==> src/rtl/undertale_pkg.sv <==
// Shared types and constants for the Undertale sprite path: facing direction,
// keyboard codes, scene ids and the Frisk frame-selection helper.
package undertale_pkg;

  typedef enum logic [1:0] {
    DIR_DOWN  = 2'd0,
    DIR_UP    = 2'd1,
    DIR_LEFT  = 2'd2,
    DIR_RIGHT = 2'd3
  } dir_t;

  localparam logic [7:0]  KEY_W = 8'd26;
  localparam logic [7:0]  KEY_A = 8'd4;
  localparam logic [7:0]  KEY_S = 8'd22;
  localparam logic [7:0]  KEY_D = 8'd7;

  localparam logic [3:0]  SCENE_OVERWORLD   = 4'd3;
  localparam logic [23:0] FRISK_TRANSPARENT = 24'he607f8;
  localparam int          FRISK_NUM_FRAMES  = 10;

  // Up/down walks use a 3-pose cycle (stand, left foot, stand, right foot);
  // left/right simply alternate two poses.
  function automatic logic [3:0] frame_of(input dir_t dir, input logic [1:0] step);
    logic [3:0] base;
    base = 4'd0;
    case (dir)
      DIR_DOWN:  base = 4'd0;
      DIR_UP:    base = 4'd3;
      DIR_LEFT:  base = 4'd6;
      DIR_RIGHT: base = 4'd8;
      default:   base = 4'd0;
    endcase
    if (dir == DIR_LEFT || dir == DIR_RIGHT) begin
      frame_of = base + {3'd0, step[0]};
    end else if (step == 2'd3) begin
      frame_of = base + 4'd2;
    end else begin
      frame_of = base + {3'd0, step[0]};
    end
  endfunction

endpackage

==> src/rtl/frisk_anim_fsm.sv <==
// Frisk walk animation: frame_clk edge detect, facing direction, walk-cycle
// step counter and the registered frame index.
module frisk_anim_fsm
  import undertale_pkg::*;
#(
  parameter int         ANIM_DIV = 8,
  parameter logic [3:0] SCENE_ID = SCENE_OVERWORLD
) (
  input  logic       clk,
  input  logic       reset,
  input  logic       frame_clk,
  input  logic [7:0] keycode,
  input  logic [3:0] status,
  output logic [3:0] frame_sel
);

  localparam int               DIV_W    = (ANIM_DIV > 1) ? $clog2(ANIM_DIV) : 1;
  localparam logic [DIV_W-1:0] DIV_LAST = DIV_W'(ANIM_DIV - 1);

  logic             frame_clk_d_r;
  logic             tick_r;
  dir_t             dir_r;
  logic [1:0]       step_r;
  logic [DIV_W-1:0] div_cnt_r;
  logic [3:0]       frame_sel_r;

  dir_t             key_dir_s;
  logic             key_valid_s;
  logic             moving_s;
  dir_t             dir_nxt_s;
  logic [1:0]       step_nxt_s;
  logic [DIV_W-1:0] div_nxt_s;

  // Keycode decode into a walking direction.
  always_comb begin
    key_valid_s = 1'b1;
    key_dir_s   = DIR_DOWN;
    case (keycode)
      KEY_W:   key_dir_s = DIR_UP;
      KEY_A:   key_dir_s = DIR_LEFT;
      KEY_S:   key_dir_s = DIR_DOWN;
      KEY_D:   key_dir_s = DIR_RIGHT;
      default: key_valid_s = 1'b0;
    endcase
  end

  // Next animation state; only a tick may move it, and a direction change
  // while walking keeps the cycle phase so the gait never restarts.
  always_comb begin
    moving_s   = key_valid_s && (status == SCENE_ID);
    dir_nxt_s  = dir_r;
    step_nxt_s = step_r;
    div_nxt_s  = div_cnt_r;
    if (tick_r) begin
      if (moving_s) begin
        dir_nxt_s = key_dir_s;
        if (div_cnt_r == DIV_LAST) begin
          div_nxt_s  = {DIV_W{1'b0}};
          step_nxt_s = step_r + 2'd1;
        end else begin
          div_nxt_s  = div_cnt_r + DIV_W'(1);
          step_nxt_s = step_r;
        end
      end else begin
        div_nxt_s  = {DIV_W{1'b0}};
        step_nxt_s = 2'd0;
      end
    end else begin
      dir_nxt_s  = dir_r;
      step_nxt_s = step_r;
      div_nxt_s  = div_cnt_r;
    end
  end

  // State register; reset wins over a coincident tick.
  always_ff @(posedge clk) begin
    if (reset) begin
      frame_clk_d_r <= 1'b0;
      tick_r        <= 1'b0;
      dir_r         <= DIR_DOWN;
      step_r        <= 2'd0;
      div_cnt_r     <= {DIV_W{1'b0}};
      frame_sel_r   <= 4'd0;
    end else begin
      frame_clk_d_r <= frame_clk;
      tick_r        <= frame_clk & ~frame_clk_d_r;
      dir_r         <= dir_nxt_s;
      step_r        <= step_nxt_s;
      div_cnt_r     <= div_nxt_s;
      frame_sel_r   <= frame_of(dir_nxt_s, step_nxt_s);
    end
  end

  assign frame_sel = frame_sel_r;

endmodule

==> src/rtl/frisk_sprite_render.sv <==
// Frisk sprite renderer: animation state plus a two-stage pixel pipe that
// broadcasts the ROM address and picks/keys the colour of the current frame.
module frisk_sprite_render
  import undertale_pkg::*;
#(
  parameter int          ANIM_DIV    = 8,
  parameter logic [23:0] TRANSPARENT = FRISK_TRANSPARENT,
  parameter logic [3:0]  SCENE_ID    = SCENE_OVERWORLD,
  parameter int          ADDR_W      = 20
) (
  input  logic                  Clk,
  input  logic                  Reset,
  input  logic                  frame_clk,
  input  logic [7:0]            keycode,
  input  logic [3:0]            status,
  input  logic                  is_frisk,
  input  logic [ADDR_W-1:0]     frisk_address,
  output logic [ADDR_W-1:0]     rom_address,
  input  logic [9:0][23:0]      rom_color,
  output logic [3:0]            frame_sel,
  output logic                  pixel_on,
  output logic [23:0]           pixel_color
);

  logic [ADDR_W-1:0] rom_address_r;
  logic              v1_r;
  logic [3:0]        f1_r;
  logic              pixel_on_r;
  logic [23:0]       pixel_color_r;
  logic [23:0]       sel_color_s;
  logic              opaque_s;

  frisk_anim_fsm #(
    .ANIM_DIV (ANIM_DIV),
    .SCENE_ID (SCENE_ID)
  ) u_anim (
    .clk       (Clk),
    .reset     (Reset),
    .frame_clk (frame_clk),
    .keycode   (keycode),
    .status    (status),
    .frame_sel (frame_sel)
  );

  // Colour of the frame snapshotted with this pixel, so a mid-pipe frame
  // change cannot mix two frames on one pixel.
  always_comb begin
    sel_color_s = 24'd0;
    if (f1_r < 4'(FRISK_NUM_FRAMES)) begin
      sel_color_s = rom_color[f1_r];
    end else begin
      sel_color_s = 24'd0;
    end
    opaque_s = v1_r && (sel_color_s != TRANSPARENT);
  end

  // Pixel pipe: stage 1 issues the ROM address, stage 2 captures the colour.
  always_ff @(posedge Clk) begin
    if (Reset) begin
      rom_address_r <= {ADDR_W{1'b0}};
      v1_r          <= 1'b0;
      f1_r          <= 4'd0;
      pixel_on_r    <= 1'b0;
      pixel_color_r <= 24'd0;
    end else begin
      rom_address_r <= frisk_address;
      v1_r          <= is_frisk && (status == SCENE_ID);
      f1_r          <= frame_sel;
      pixel_on_r    <= opaque_s;
      pixel_color_r <= opaque_s ? sel_color_s : 24'd0;
    end
  end

  assign rom_address = rom_address_r;
  assign pixel_on    = pixel_on_r;
  assign pixel_color = pixel_color_r;

endmodule

==> config.mk <==
export PLATFORM = sky130hd
export DESIGN_NAME = frisk_sprite_render
export DESIGN_NICKNAME = d
export VERILOG_FILES = /design/src/rtl/undertale_pkg.sv /design/src/rtl/frisk_anim_fsm.sv /design/src/rtl/frisk_sprite_render.sv
export SDC_FILE = /design/constraint.sdc
export NUM_CORES = 1
export LEC_CHECK = 0
export CAP_MARGIN = 20
export CORE_AREA = 2 2 127 129
export DETAILED_ROUTE_END_ITERATION = 10
export DIE_AREA = 0 0 129 131
export MAX_ROUTING_LAYER = met4
export PLACE_DENSITY = 0.64
export SYNTH_ARGS = -nofsm -noshare
export SYNTH_HDL_FRONTEND = slang
export SYNTH_SLANG_ARGS = --single-unit
==> constraint.sdc <==
create_clock -name Clk -period 5.2 [get_ports Clk]
set_clock_uncertainty 0.2 [all_clocks]
set_input_delay 1.56 -clock Clk [delete_from_list [all_inputs] [get_ports Clk]]
set_output_delay 1.56 -clock Clk [all_outputs]
set_load 0.005 [all_outputs]
==> reports/metrics.csv <==
stage,metric,value,unit
yosys,yosysTopAreaCell,dfxtp_1,
timing,max_freq,0.2212,GHz
timing,finalMaxSlewViolations,0,
final_layout,ff_latch_area,0.001266,mm2
final_layout,syn_to_final_growth,87.19,%
placed_design,gp_congestion,0.8880,
final_layout,final_cell_mix,"324 x clkdlybuf4s50_1, 61 x dfxtp_1, 44 x mux2i_1",
power_and_ir_drop,power.total,1.415,mW
final_layout,fin_util,0.5029,
clock_network,post_cts_buffers,0,
floorplanning,placementRows,46,
critical_path,arrival,4.52,ns
yosys,synthesis.area,0.004190,mm2
grt,grt_max_degree,56,
critical_path,cp-end-kind,flip-flop,
final_layout,n_fill_cell,1428,
floorplanning,die_h,131,um
clock_network,cts_resized,0,
yosys,synth_nets,667,
outcome,outcome,"finished, final reports clean",
yosys,ys_top_cells_by_area,"dfxtp_1 30%, mux4_2 14%, mux2i_1 11%, mux4_1 7.5%, nor2b_1 5.2%",
grt,grtUsageTotal,0.2165,
yosys,ys_warn_count,0,
critical_path,crit_type,input port to flip-flop,
critical_path,path_cells,clkdlybuf4s50_1 > nor4b_1 > a31oi_1 > o21ai_0 > and2_1 > nand2_1 > mux2i_1 > inv_1 > ha_1 > ha_1 > ha_1 > xor2_1 > mux2i_1 > nor2_1,
clock_network,worstSkewPairLatency,0.32,ns
timing,setup_viol,0,
timing,rsz0062_at_grt,no,
routing,vias_per_cell,4.793,
clock_network,clock-sinks,63,
yosys,synth_ff_type,dfxtp_1,
critical_path,cp-start-kind,input port,
critical_path,slowest_delay,0.50,ns
routing,first_iter_violations,142,
timing,setup_ws,0.6802,ns
critical_path,critPathBufInv,2,
routing,wl_per_cell,19.76,um
power_and_ir_drop,p_per_area,180.4,mW/mm2
clock_network,cts_root_buf,clkbuf_16,
timing,finalHoldViolCount,0,
floorplanning,die_w,129,um
final_layout,fin_cells,914,
power_and_ir_drop,power.leakage,2.775,nW
final_layout,layout_commonest_cell,clkdlybuf4s50_1,
clock_network,path_clk_slew,0.05,ns
floorplanning,start_util,0.2687,
yosys,synth-edff-count,0,
critical_path,cp_max_fo,5,
placed_design,hpwlAfterDp,15.23,mm
timing,period_share,0.8692,
yosys,synth.top_cell.area_share,0.3010,
clock_network,clockBufferDepth,2,
placed_design,placed_cell_area,0.007536,mm2
routing,num_vias,4381,
timing,slew_headroom,0.3431,
critical_path,cp_slowest_cell,clkdlybuf4s50_1,
critical_path,cp_common_cell,ha_1,
clock_network,cts_buffers,9,
grt,globalRouteOverflowTotal,0,
routing,drc,0,
timing,tightest_slew,0.9854,ns
routing,wirelength,18.06,mm
critical_path,critPathTopFamily,simple AND/OR/NAND/NOR gates,
timing,setup-tns-final,0,ns
clock_network,cts_tree,yes,
final_layout,nNetsFinal,977,
floorplanning,die-area,0.01690,mm2
clock_network,htree_levels,3,
routing,drtAntennaViolNets,0,
power_and_ir_drop,ir_worst_vdd,0.0001391,V
yosys,synthCells,384,
yosys,ys_async_sr_fraction,0,
job,maxCapViolations,0,
placed_design,post-place-ws,0.3789,ns
final_layout,n_antenna_cell,0,
yosys,synth_cell_types,52,
grt,grt_pass1_wl,26.46,mm
clock_network,cts_hold_buf,0,
yosys,ys_ff_latch,63,
floorplanning,num_io_pins,325,
yosys,yosysSeqAreaShare,0.3010,
placed_design,place_inst,899,
placed_design,port_buffers,324,
routing,dr.pass1.iters,4,
grt,first_global_vias,4594,
critical_path,required,5.20,ns
timing,holdWs,0.1823,ns
critical_path,rrSetupSlack,1.44,ns
min_path,hold_class,flip-flop to flip-flop,
timing,layout_min_cycle_time,4.520,ns
grt,grt_antenna_before_repair,0,
final_layout,multi_input_area,0.002711,mm2
final_layout,postLayoutCellArea,0.007844,mm2
floorplanning,core_area,0.01560,mm2
final_layout,drive_gt1_frac,0.1003,
yosys,avgSynthCellArea,10.91,um2
-- state kept, by name (all words and copies together), names as in the netlist --
signal and flops:
v1_r 1, u_anim.frame_sel 4, rom_address 20, u_anim.tick_r 1, u_anim.frame_clk_d_r 1, u_anim.step_r 2, u_anim.div_cnt_r 3, u_anim.dir_r 2
pixel_on 1, pixel_color 24, f1_r 4
-- area by class of cell --
type	instances	area share
multi-input cells	288	0.3457
inverters	4	0.001914
well taps	216	0.03446
flip-flops and latches	63	0.1614
clock buffers	12	0.03414
repair buffers	328	0.4173
clock inverters	3	0.005104
-- worst register-to-register path: cells and delay by family, from the launching register on --
kind            cells  cell delay [ns]
simple gates        5             1.56
flops               1             0.85
buf+inv             2             0.75
compound gates      1             0.26
-- cell usage after synthesis, types with 8 or more instances --
master / n
mux2i_1: 44
dfxtp_1: 63
clkbuf_1: 8
nand2b_1: 12
mux2_2: 10
nand2_1: 16
mux4_2: 26
buf_2: 10
nor2b_1: 35
a21oi_1: 16
mux4_1: 12
nor2_1: 22
-- path summary, 6_finish.rpt --
check,endpoint,startpoint,cells past startpoint
hold reg to reg,u_anim.tick_r,u_anim.frame_clk_d_r,1
setup / recovery,u_anim.frame_sel[2],keycode[1],14
setup reg to reg,pixel_color[22],f1_r[3],8
hold / removal,u_anim.tick_r,u_anim.frame_clk_d_r,1
-- where the power goes --
group / total (mW) / switching, mW / internal (mW)
registers: 0.496 / 0.00325 / 0.493
logic: 0.310 / 0.0727 / 0.237
clock network: 0.609 / 0.201 / 0.408
total: 1.41 / 0.277 / 1.14
-- kinds of logic after synthesis --
logic type,count (synthesis),synth area share
AND/OR/NAND/NOR,129,0.1792
flip-flops,63,0.3010
adder cells (fa/ha/maj),7,0.02090
AO/OA/AOI/OAI,57,0.09376
multiplexers,92,0.3470
buffers and inverters,33,0.05196
XOR/XNOR,3,0.006272
-- routing by layer --
layer | share of wire | vias to the layer above | track usage | wire, um
li1 | - | 2080 | - | -
met1 | 0.41 | 2079 | 0.2517 | 7323
met2 | 0.50 | 193 | 0.3725 | 9039
met3 | 0.071 | 29 | 0.05334 | 1274
met4 | 0.023 | 0 | 0.06266 | 424
met5 | 0 | - | - | 0
(Power assumes the default switching activity.)
